`config.mk`:
```
export PLATFORM = sky130hd
export DESIGN_NAME = cache_fill_fsm
export DESIGN_NICKNAME = d
export VERILOG_FILES = /design/src/rtl/cache_fill_fsm_pkg.sv /design/src/rtl/cache_fill_fsm_counter.sv /design/src/rtl/cache_fill_fsm.sv
export SDC_FILE = /design/constraint.sdc
export NUM_CORES = 1
export LEC_CHECK = 0
export ABC_AREA = 0
export CORE_UTILIZATION = 33
export DETAILED_ROUTE_END_ITERATION = 7
export PLACE_DENSITY_LB_ADDON = 0.3
export SLEW_MARGIN = 20
export SYNTH_ARGS = -nofsm -noshare
export SYNTH_HDL_FRONTEND = slang
export SYNTH_SLANG_ARGS = --single-unit
```
`constraint.sdc`:
```
create_clock -name clk -period 1.7 [get_ports clk]
set_clock_uncertainty 0.15 [all_clocks]
set_input_delay 0.34 -clock clk [delete_from_list [all_inputs] [get_ports clk]]
set_output_delay 0.34 -clock clk [all_outputs]
set_load 0.01 [all_outputs]
```
`src/rtl/cache_fill_fsm_pkg.sv`:
```
// Shared constants and state type for the cache block-fill controller.
// Latency: n/a (types and constants only).
// Backpressure: n/a.
package cache_pkg;

  localparam int WORDS_PER_BLOCK = 8;
  localparam int BLOCK_BYTES     = 2 * WORDS_PER_BLOCK;
  localparam int OFFSET_BITS     = $clog2(BLOCK_BYTES);
  localparam int WORD_IDX_W      = $clog2(WORDS_PER_BLOCK);

  typedef enum logic {
    IDLE = 1'b0,
    FILL = 1'b1
  } fill_state_e;

endpackage

```
`src/rtl/cache_fill_fsm_counter.sv`:
```
// Word-index counter for one block: clear has priority over enable, wraps at 2^W.
// Latency: count updates one cycle after enable; tc is combinational from the count.
// Backpressure: none; the owner gates en.
module block_word_counter
  import cache_pkg::*;
#(
  parameter int W = WORD_IDX_W
) (
  input  logic         clk,
  input  logic         rst,
  input  logic         clr,
  input  logic         en,
  output logic [W-1:0] cnt,
  output logic         tc
);

  logic [W-1:0] cnt_q;
  logic [W-1:0] cnt_d;

  // Next count: clear wins, otherwise step on enable.
  always_comb begin
    cnt_d = cnt_q;
    if (clr) begin
      cnt_d = '0;
    end else if (en) begin
      cnt_d = cnt_q + W'(1);
    end
  end

  // Count register.
  always_ff @(posedge clk or posedge rst) begin
    if (rst) begin
      cnt_q <= '0;
    end else begin
      cnt_q <= cnt_d;
    end
  end

  assign cnt = cnt_q;
  assign tc  = (cnt_q == {W{1'b1}});

endmodule

```
`src/rtl/cache_fill_fsm.sv`:
```
// Cache miss fill controller: stalls on a miss, issues one word read per cycle, writes words then tag.
// Latency: requests start the cycle after the miss; tag write coincides with the last returned word.
// Backpressure: memory may return valids with any spacing; no flow control toward memory requests.
// Optional build macro: CRITICAL_WORD_FIRST_EN (start the fill at the word that missed).
module cache_fill_fsm #(
  parameter int WORDS_PER_BLOCK = 8,
  parameter int MEM_LATENCY     = 4,
  parameter int ADDR_W          = 16
) (
  input  logic                               clk,
  input  logic                               rst,
  input  logic                               miss_detected,
  input  logic [ADDR_W-1:0]                  miss_address,
  output logic                               fsm_busy,
  output logic                               memory_read,
  output logic [ADDR_W-1:0]                  memory_address,
  input  logic [15:0]                        memory_data,
  input  logic                               memory_data_valid,
  output logic                               write_data_array,
  output logic [$clog2(WORDS_PER_BLOCK)-1:0] fill_word,
  output logic [15:0]                        fill_data,
  output logic                               write_tag_array,
  output logic [ADDR_W-1:0]                  block_base
);

  import cache_pkg::*;

  localparam int IDX_W = $clog2(WORDS_PER_BLOCK);
  localparam int OFF   = IDX_W + 1;
  localparam logic [ADDR_W-1:0] BASE_MASK = {ADDR_W{1'b1}} << OFF;

  // Memory latency is only informational: completion is counted in valids, not cycles.
  // Unsupported configurations elaborate this marker block so they are visible in the hierarchy.
  if (MEM_LATENCY < 1 || (1 << IDX_W) != WORDS_PER_BLOCK ||
      (IDX_W == WORD_IDX_W && OFF != OFFSET_BITS) || BLOCK_BYTES < 2) begin : g_unsupported_cfg
  end

  fill_state_e       state_q, state_d;
  logic [ADDR_W-1:0] block_base_q, block_base_d;
  logic              issue_done_q, issue_done_d;
  logic              cnt_clr;
  logic              issue_en;
  logic              recv_en;
  logic [IDX_W-1:0]  issue_cnt, recv_cnt;
  logic [IDX_W-1:0]  issue_word, recv_word;
  logic              issue_tc, recv_tc;

`ifdef CRITICAL_WORD_FIRST_EN
  logic [IDX_W-1:0]  start_q, start_d;
  // Rotate both sequences so the missing word is requested and written first.
  assign issue_word = issue_cnt + start_q;
  assign recv_word  = recv_cnt + start_q;
`else
  assign issue_word = issue_cnt;
  assign recv_word  = recv_cnt;
`endif

  block_word_counter #(.W(IDX_W)) u_issue_cnt (
    .clk (clk),
    .rst (rst),
    .clr (cnt_clr),
    .en  (issue_en),
    .cnt (issue_cnt),
    .tc  (issue_tc)
  );

  block_word_counter #(.W(IDX_W)) u_recv_cnt (
    .clk (clk),
    .rst (rst),
    .clr (cnt_clr),
    .en  (recv_en),
    .cnt (recv_cnt),
    .tc  (recv_tc)
  );

  // Next-state and output decode; every output is zero unless the current state drives it.
  always_comb begin
    state_d          = state_q;
    block_base_d     = block_base_q;
    issue_done_d     = issue_done_q;
`ifdef CRITICAL_WORD_FIRST_EN
    start_d          = start_q;
`endif
    cnt_clr          = 1'b0;
    issue_en         = 1'b0;
    recv_en          = 1'b0;
    fsm_busy         = 1'b0;
    memory_read      = 1'b0;
    memory_address   = '0;
    write_data_array = 1'b0;
    fill_word        = '0;
    fill_data        = '0;
    write_tag_array  = 1'b0;

    case (state_q)
      IDLE: begin
        // Stall in the miss cycle itself; returned data here is stale and ignored.
        fsm_busy = miss_detected & ~rst;
        if (miss_detected) begin
          block_base_d = miss_address & BASE_MASK;
`ifdef CRITICAL_WORD_FIRST_EN
          start_d      = miss_address[OFF-1:1];
`endif
          state_d      = FILL;
        end
      end

      FILL: begin
        fsm_busy = 1'b1;
        // Issue phase: one request per cycle until every word has been asked for.
        if (!issue_done_q) begin
          memory_read    = 1'b1;
          memory_address = block_base_q | {{(ADDR_W-OFF){1'b0}}, issue_word, 1'b0};
          issue_en       = 1'b1;
          if (issue_tc) begin
            issue_done_d = 1'b1;
          end
        end
        // Receive phase may overlap issue; the last word also writes the tag.
        if (memory_data_valid) begin
          write_data_array = 1'b1;
          fill_word        = recv_word;
          fill_data        = memory_data;
          recv_en          = 1'b1;
          if (recv_tc) begin
            write_tag_array = 1'b1;
            cnt_clr         = 1'b1;
            issue_done_d    = 1'b0;
            state_d         = IDLE;
          end
        end
      end

      default: begin
        state_d = IDLE;
      end
    endcase
  end

  // State, latched block address and issue-complete flag.
  always_ff @(posedge clk or posedge rst) begin
    if (rst) begin
      state_q      <= IDLE;
      block_base_q <= '0;
      issue_done_q <= 1'b0;
`ifdef CRITICAL_WORD_FIRST_EN
      start_q      <= '0;
`endif
    end else begin
      state_q      <= state_d;
      block_base_q <= block_base_d;
      issue_done_q <= issue_done_d;
`ifdef CRITICAL_WORD_FIRST_EN
      start_q      <= start_d;
`endif
    end
  end

  assign block_base = block_base_q;

endmodule
```
==> Word-level counts from Yosys, hierarchy flattened <==
Index checks and enable logic that the tools add are counted.
Widths: inputs -> output; s select.
{ "word_totals": {"wordCells": 42, "register_bits": 20, "in_bits": 36, "out_inout_bits": 55} }
{ "op_classes": {"reduce_logical": 3, "add_sub_neg": 2, "mux": 26, "eq_ne": 2, "bitwise_logic": 4} }
{ "op_table": {"columns": ["cell", "count"], "rows": [
  ["$mux 16", 4],
  ["$mux 3", 6],
  ["$or 16x4->16", 1],
  ["$mux 1", 14],
  ["$add 3x1->3 const B", 2],
  ["$eq 3x3->1 const B", 2],
  ["$pmux 1 s2", 2],
  ["$reduce_bool 2->1", 2],
  ["$not 1->1", 2],
  ["$reduce_and 2->1", 1],
  ["$and 1x1->1", 1]
]} }

==> Longest topological paths before layout <==
{ "depth": {"depth_word": 5, "mapped_depth": 5, "mapped_depth_nobuf": 5} }

==> Hierarchy <==
A second synthesis with hierarchy kept.
{ "hier_totals": {"hier_cells": 106, "hier_area_um2": 1161.1} }
{ "by_module_without_submodules": {"columns": ["mod", "instances", "cells_per_inst", "seq_area_each_um2", "area_per_inst_um2"], "rows": [
  ["cache_fill_fsm", 1, 82, 350.3, 873.3],
  ["block_word_counter", 2, 12, 75.1, 143.9]
]} }

==> Least setup slack after synthesis <==
OpenSTA, ideal clock, no wires.
{ "synth_timing": {"path_kind": "input port to output port", "start": "input rst", "end": "output fsm_busy", "t_arrival_ns": 1.023, "path_buffers": 0, "path_stages": 2, "required_ns": 1.210, "slack_ns": 0.187, "cell_sequence": "inv_1 -> a21o_1"} }
{ "synth_between": {"elab_chain_cells": 3} }
{ "synth_lines": {"columns": ["item", "line_no", "text"], "rows": [
  ["from (decl)", "cache_fill_fsm.sv:11", "input logic rst,"],
  ["$not 1->1", "cache_fill_fsm.sv:98", "fsm_busy = miss_detected & ~rst;"],
  ["$and 1x1->1", "cache_fill_fsm.sv:98", null],
  ["$pmux 1 s2", "cache_fill_fsm.sv:95", "case (state_q)"],
  ["to (decl)", "cache_fill_fsm.sv:14", "output logic fsm_busy,"]
]} }
No other way between the ends.

==> Worst setup path after layout <==
{ "layout_timing": {"start": "register u_recv_cnt.cnt_q[1], in the netlist u_recv_cnt.cnt[1]", "end": "output write_tag_array"} }
{ "layout_between": {"elab_chain_cells": 4} }
{ "layout_lines": {"columns": ["item", "line_no", "text"], "rows": [
  ["from (decl)", "cache_fill_fsm_counter.sv:17", "logic [W-1:0] cnt_q;"],
  ["from (signal assigned)", "cache_fill_fsm_counter.sv:35", "cnt_q <= cnt_d;"],
  ["$eq 3x3->1", "cache_fill_fsm_counter.sv:40", "assign tc = (cnt_q == {W{1'b1}});"],
  ["$mux 1", "cache_fill_fsm.sv:125", "if (recv_tc) begin"],
  ["$mux 1", "cache_fill_fsm.sv:120", "if (memory_data_valid) begin"],
  ["$mux 1", "cache_fill_fsm.sv:95", null],
  ["to (decl)", "cache_fill_fsm.sv:22", "output logic write_tag_array,"]
]} }
No other way between the ends.

==> out/qor.csv <==
stage,metric,value,unit
run_status,status,"complete, but fails checks",
run_status,failing checks,setup timing,
power_and_ir_drop,Peak VDD IR,0.910,mV
layout,"commonest non-fill, non-tap cell in the layout",clkdlybuf4s50_1,
clock_network,worst-skew pair later-pin latency,0.30,ns
detailed_routing,vias after detailed routing,1158,
worst_setup_path,"Worst Path Class, Setup",reg -> out,
worst_setup_path,worst reg2reg path startpoint,u_recv_cnt.cnt[1],
power_and_ir_drop,Clk pwr share,10.0,%
worst_setup_path,CP Capture Type,output pin,
timing,RSZ-0062 raised after global routing,true,
placed_design,placed wire-length estimate,2590,um
floorplan,Die Span Y,61.1,um
synth,mean post-synth cell area,10.1,sq um
clock_network,CTS Buf Count,3,
grt,total track usage,18.1,%
floorplan,Initial Util,34.5,%
timing,# setup viols final,27,
worst_setup_path,Critical Path Fanout Max,2,
grt,initial antenna violation count,0,
detailed_routing,Iteration-0 DRC Markers,30,
grt,vias in the first global route,1084,
flow_run,Max-Cap Viols,0,
worst_setup_path,Worst R2R End,u_issue_cnt.cnt[0],
power_and_ir_drop,Net Sw Frac,35.8,%
timing,setup ws final,-0.115,ns
detailed_routing,mean number of vias per cell,4.56,
detailed_routing,DRC,0,
worst_setup_path,Worst Reg-to-Reg Cells,7,
timing,pins over their slew limit,0,
layout,Syn-to-layout area delta,86.1,%
power_and_ir_drop,Pwr Total,2.73,mW
clock_network,CTS tree,done,
power_and_ir_drop,Reg power frac,31.7,%
layout,most frequent cells in the layout,"30 x clkdlybuf4s50_1, 20 x dfrtp_1, 19 x buf_2",
detailed_routing,DRT Wirelength,3420,um
clock_network,cts hold-fix bufs,0,
floorplan,std cell rows,21,
worst_setup_path,CP arrival,1.33,ns
power_and_ir_drop,Pleak,1.10,nW
synth,Gate Count Post-Synth,114,
detailed_routing,DR pass1 iterations,6,
synth,synth warn,0,
clock_network,maximum root-to-sink buffer count,2,
worst_setup_path,r2r setup slk,0.12,ns
synth,synthesized cell area,0.00115,sq mm
placed_design,GP Congestion,0.685,
timing,crit share post-route,107,%
power_and_ir_drop,combinational power share,58.3,%
grt,first-pass GRT wire length,4890,um
timing,post-route minimum period,1.82,ns
timing,WHS,0.248,ns
clock_network,Root Driver,clkbuf_4,
clock_network,Worst-path clk slew,0.11,ns
min_path,Hold Path Class,in -> async,
detailed_routing,Wirelength per Cell,13.5,um
clock_network,CTS Sinks,20,
layout,fill count,300,
floorplan,Die X-Extent,61.1,um
power_and_ir_drop,Net Sw Power,0.976,mW
clock_network,CTS H-Tree Depth,1,
worst_setup_path,Worst Path Required,1.21,ns
worst_setup_path,kind of start point of the critical path,flop,
grt,largest net degree at the start of global routing,26,
layout,# nets final,249,
synth,part of the Yosys area used for sequential elements,43.5,%
power_and_ir_drop,Int Power,1.75,mW
detailed_routing,Routed Antenna Nets,0,
timing,fmax,551,MHz
placed_design,Place WS,-0.511,ns
synth,post-synthesis cell type count,22,
timing,Final Hold Fails,0,
grt,total congestion overflow,0,
layout,layout cells sized above 1,39.4,%
floorplan,core area,0.00334,sq mm
layout,Inserted Diodes,0,
floorplan,die area,0.00373,sq mm
placed_design,PortBufs,81,
power_and_ir_drop,power per cell area,1270,mW/mm^2
floorplan,io pins,91,
synth,Yosys reg bits,20,
## layer usage
| layer | vias to the layer above | routed length [um] | GRT usage (%) |
|---|---|---|---|
| met4 | 0 | 20 | 3.90 |
| met2 | 27 | 1950 | 34.8 |
| met3 | 2 | 133 | 4.41 |
| li1 | 568 | - | - |
| met5 | - | 0 | 0 |
| met1 | 561 | 1320 | 19.9 |
## power by group through the flow
stage / clock network [mW] / logic [mW] / registers, mW
final: 0.272 / 1.59 / 0.864
after global routing: 0.306 / 1.72 / 0.901
after CTS: 0.286 / 1.55 / 0.862
after detailed placement: 0 / 1.70 / 0.868
after global placement: 0 / 1.63 / 0.845
after floorplan: 0 / 0.664 / 0.919
## how the worst max path moves through the flow
stage / start / endpoint / cells past startpoint
floorplan: rst / fsm_busy / 2
global placement: memory_data_valid / write_tag_array / 4
detailed placement: memory_data_valid / write_tag_array / 4
CTS: u_recv_cnt.cnt[1] / write_tag_array / 4
global route: u_recv_cnt.cnt[1] / write_tag_array / 4
finish: u_recv_cnt.cnt[1] / write_tag_array / 4
## critical path, cell delays in order (launching register included)
cell,delay [ns]
dfrtp_1,0.39
ha_2,0.20
ha_4,0.16
and3_4,0.16
buf_6,0.11
## Yosys cell counts, drive strengths merged
master,instances,area (sq um)
and3,20,125
a21oi,3,15.0
mux2,12,135
conb,1,3.75
o21ai,4,20.0
clkbuf,4,16.3
dfrtp,20,500
nor2,3,11.3
and2,15,93.8
a32o,1,10.0
nand2b,2,12.5
nand2,4,15.0
a21o,2,15.0
nor2b,2,17.5
buf,8,63.8
inv,5,18.8
a21bo,1,10.0
o22ai,2,12.5
nor3,1,5.00
ha,4,50.1
## area by class of cell
type	count	area, sq um	area share, %
repair buffers	98	920	42.9
multi-input cells	81	609	28.4
well taps	46	57.6	2.69
clock buffers	4	36.3	1.69
flip-flops and latches	20	500	23.4
inverters	5	18.8	0.876
## state kept, by name (all words and copies together) (netlist names)
| register | flops |
|---|---|
| block_base | 12 |
| state_q | 1 |
| u_recv_cnt.cnt | 3 |
| issue_done_q | 1 |
| u_issue_cnt.cnt | 3 |
## per-stage QoR
| step | setup TNS, ns | instance area, sq um | utilization, % | cells |
|---|---|---|---|---|
| finish | -2.04 | 2140 | 64.2 | 254 |
| global route | -4.24 | 2140 | 64.2 | 254 |
| floorplan | 0 | 1170 | - | 118 |
| global placement | -13.56 | 2100 | 63.1 | 248 |
| CTS | -2.02 | 2120 | 63.4 | 254 |
| detailed placement | -14.30 | 2100 | 63.1 | 248 |
## timing repair
item | in CTS | in global routing
pin swaps | 7 | 1
setup buffers | 3 | 0
gates resized for setup | 164 | 11
cloned | 1 | 0
setup endpoints to repair | 50 | 38
## cells by family after synthesis
family | Yosys count | share of synthesized area [%]
flops | 20 | 43.5
compound gates | 13 | 7.17
buf+inv | 17 | 8.59
fa+ha+maj | 4 | 4.35
mux | 12 | 11.7
other cells | 1 | 0.326
simple gates | 47 | 24.3
(Power assumes the default switching activity.)
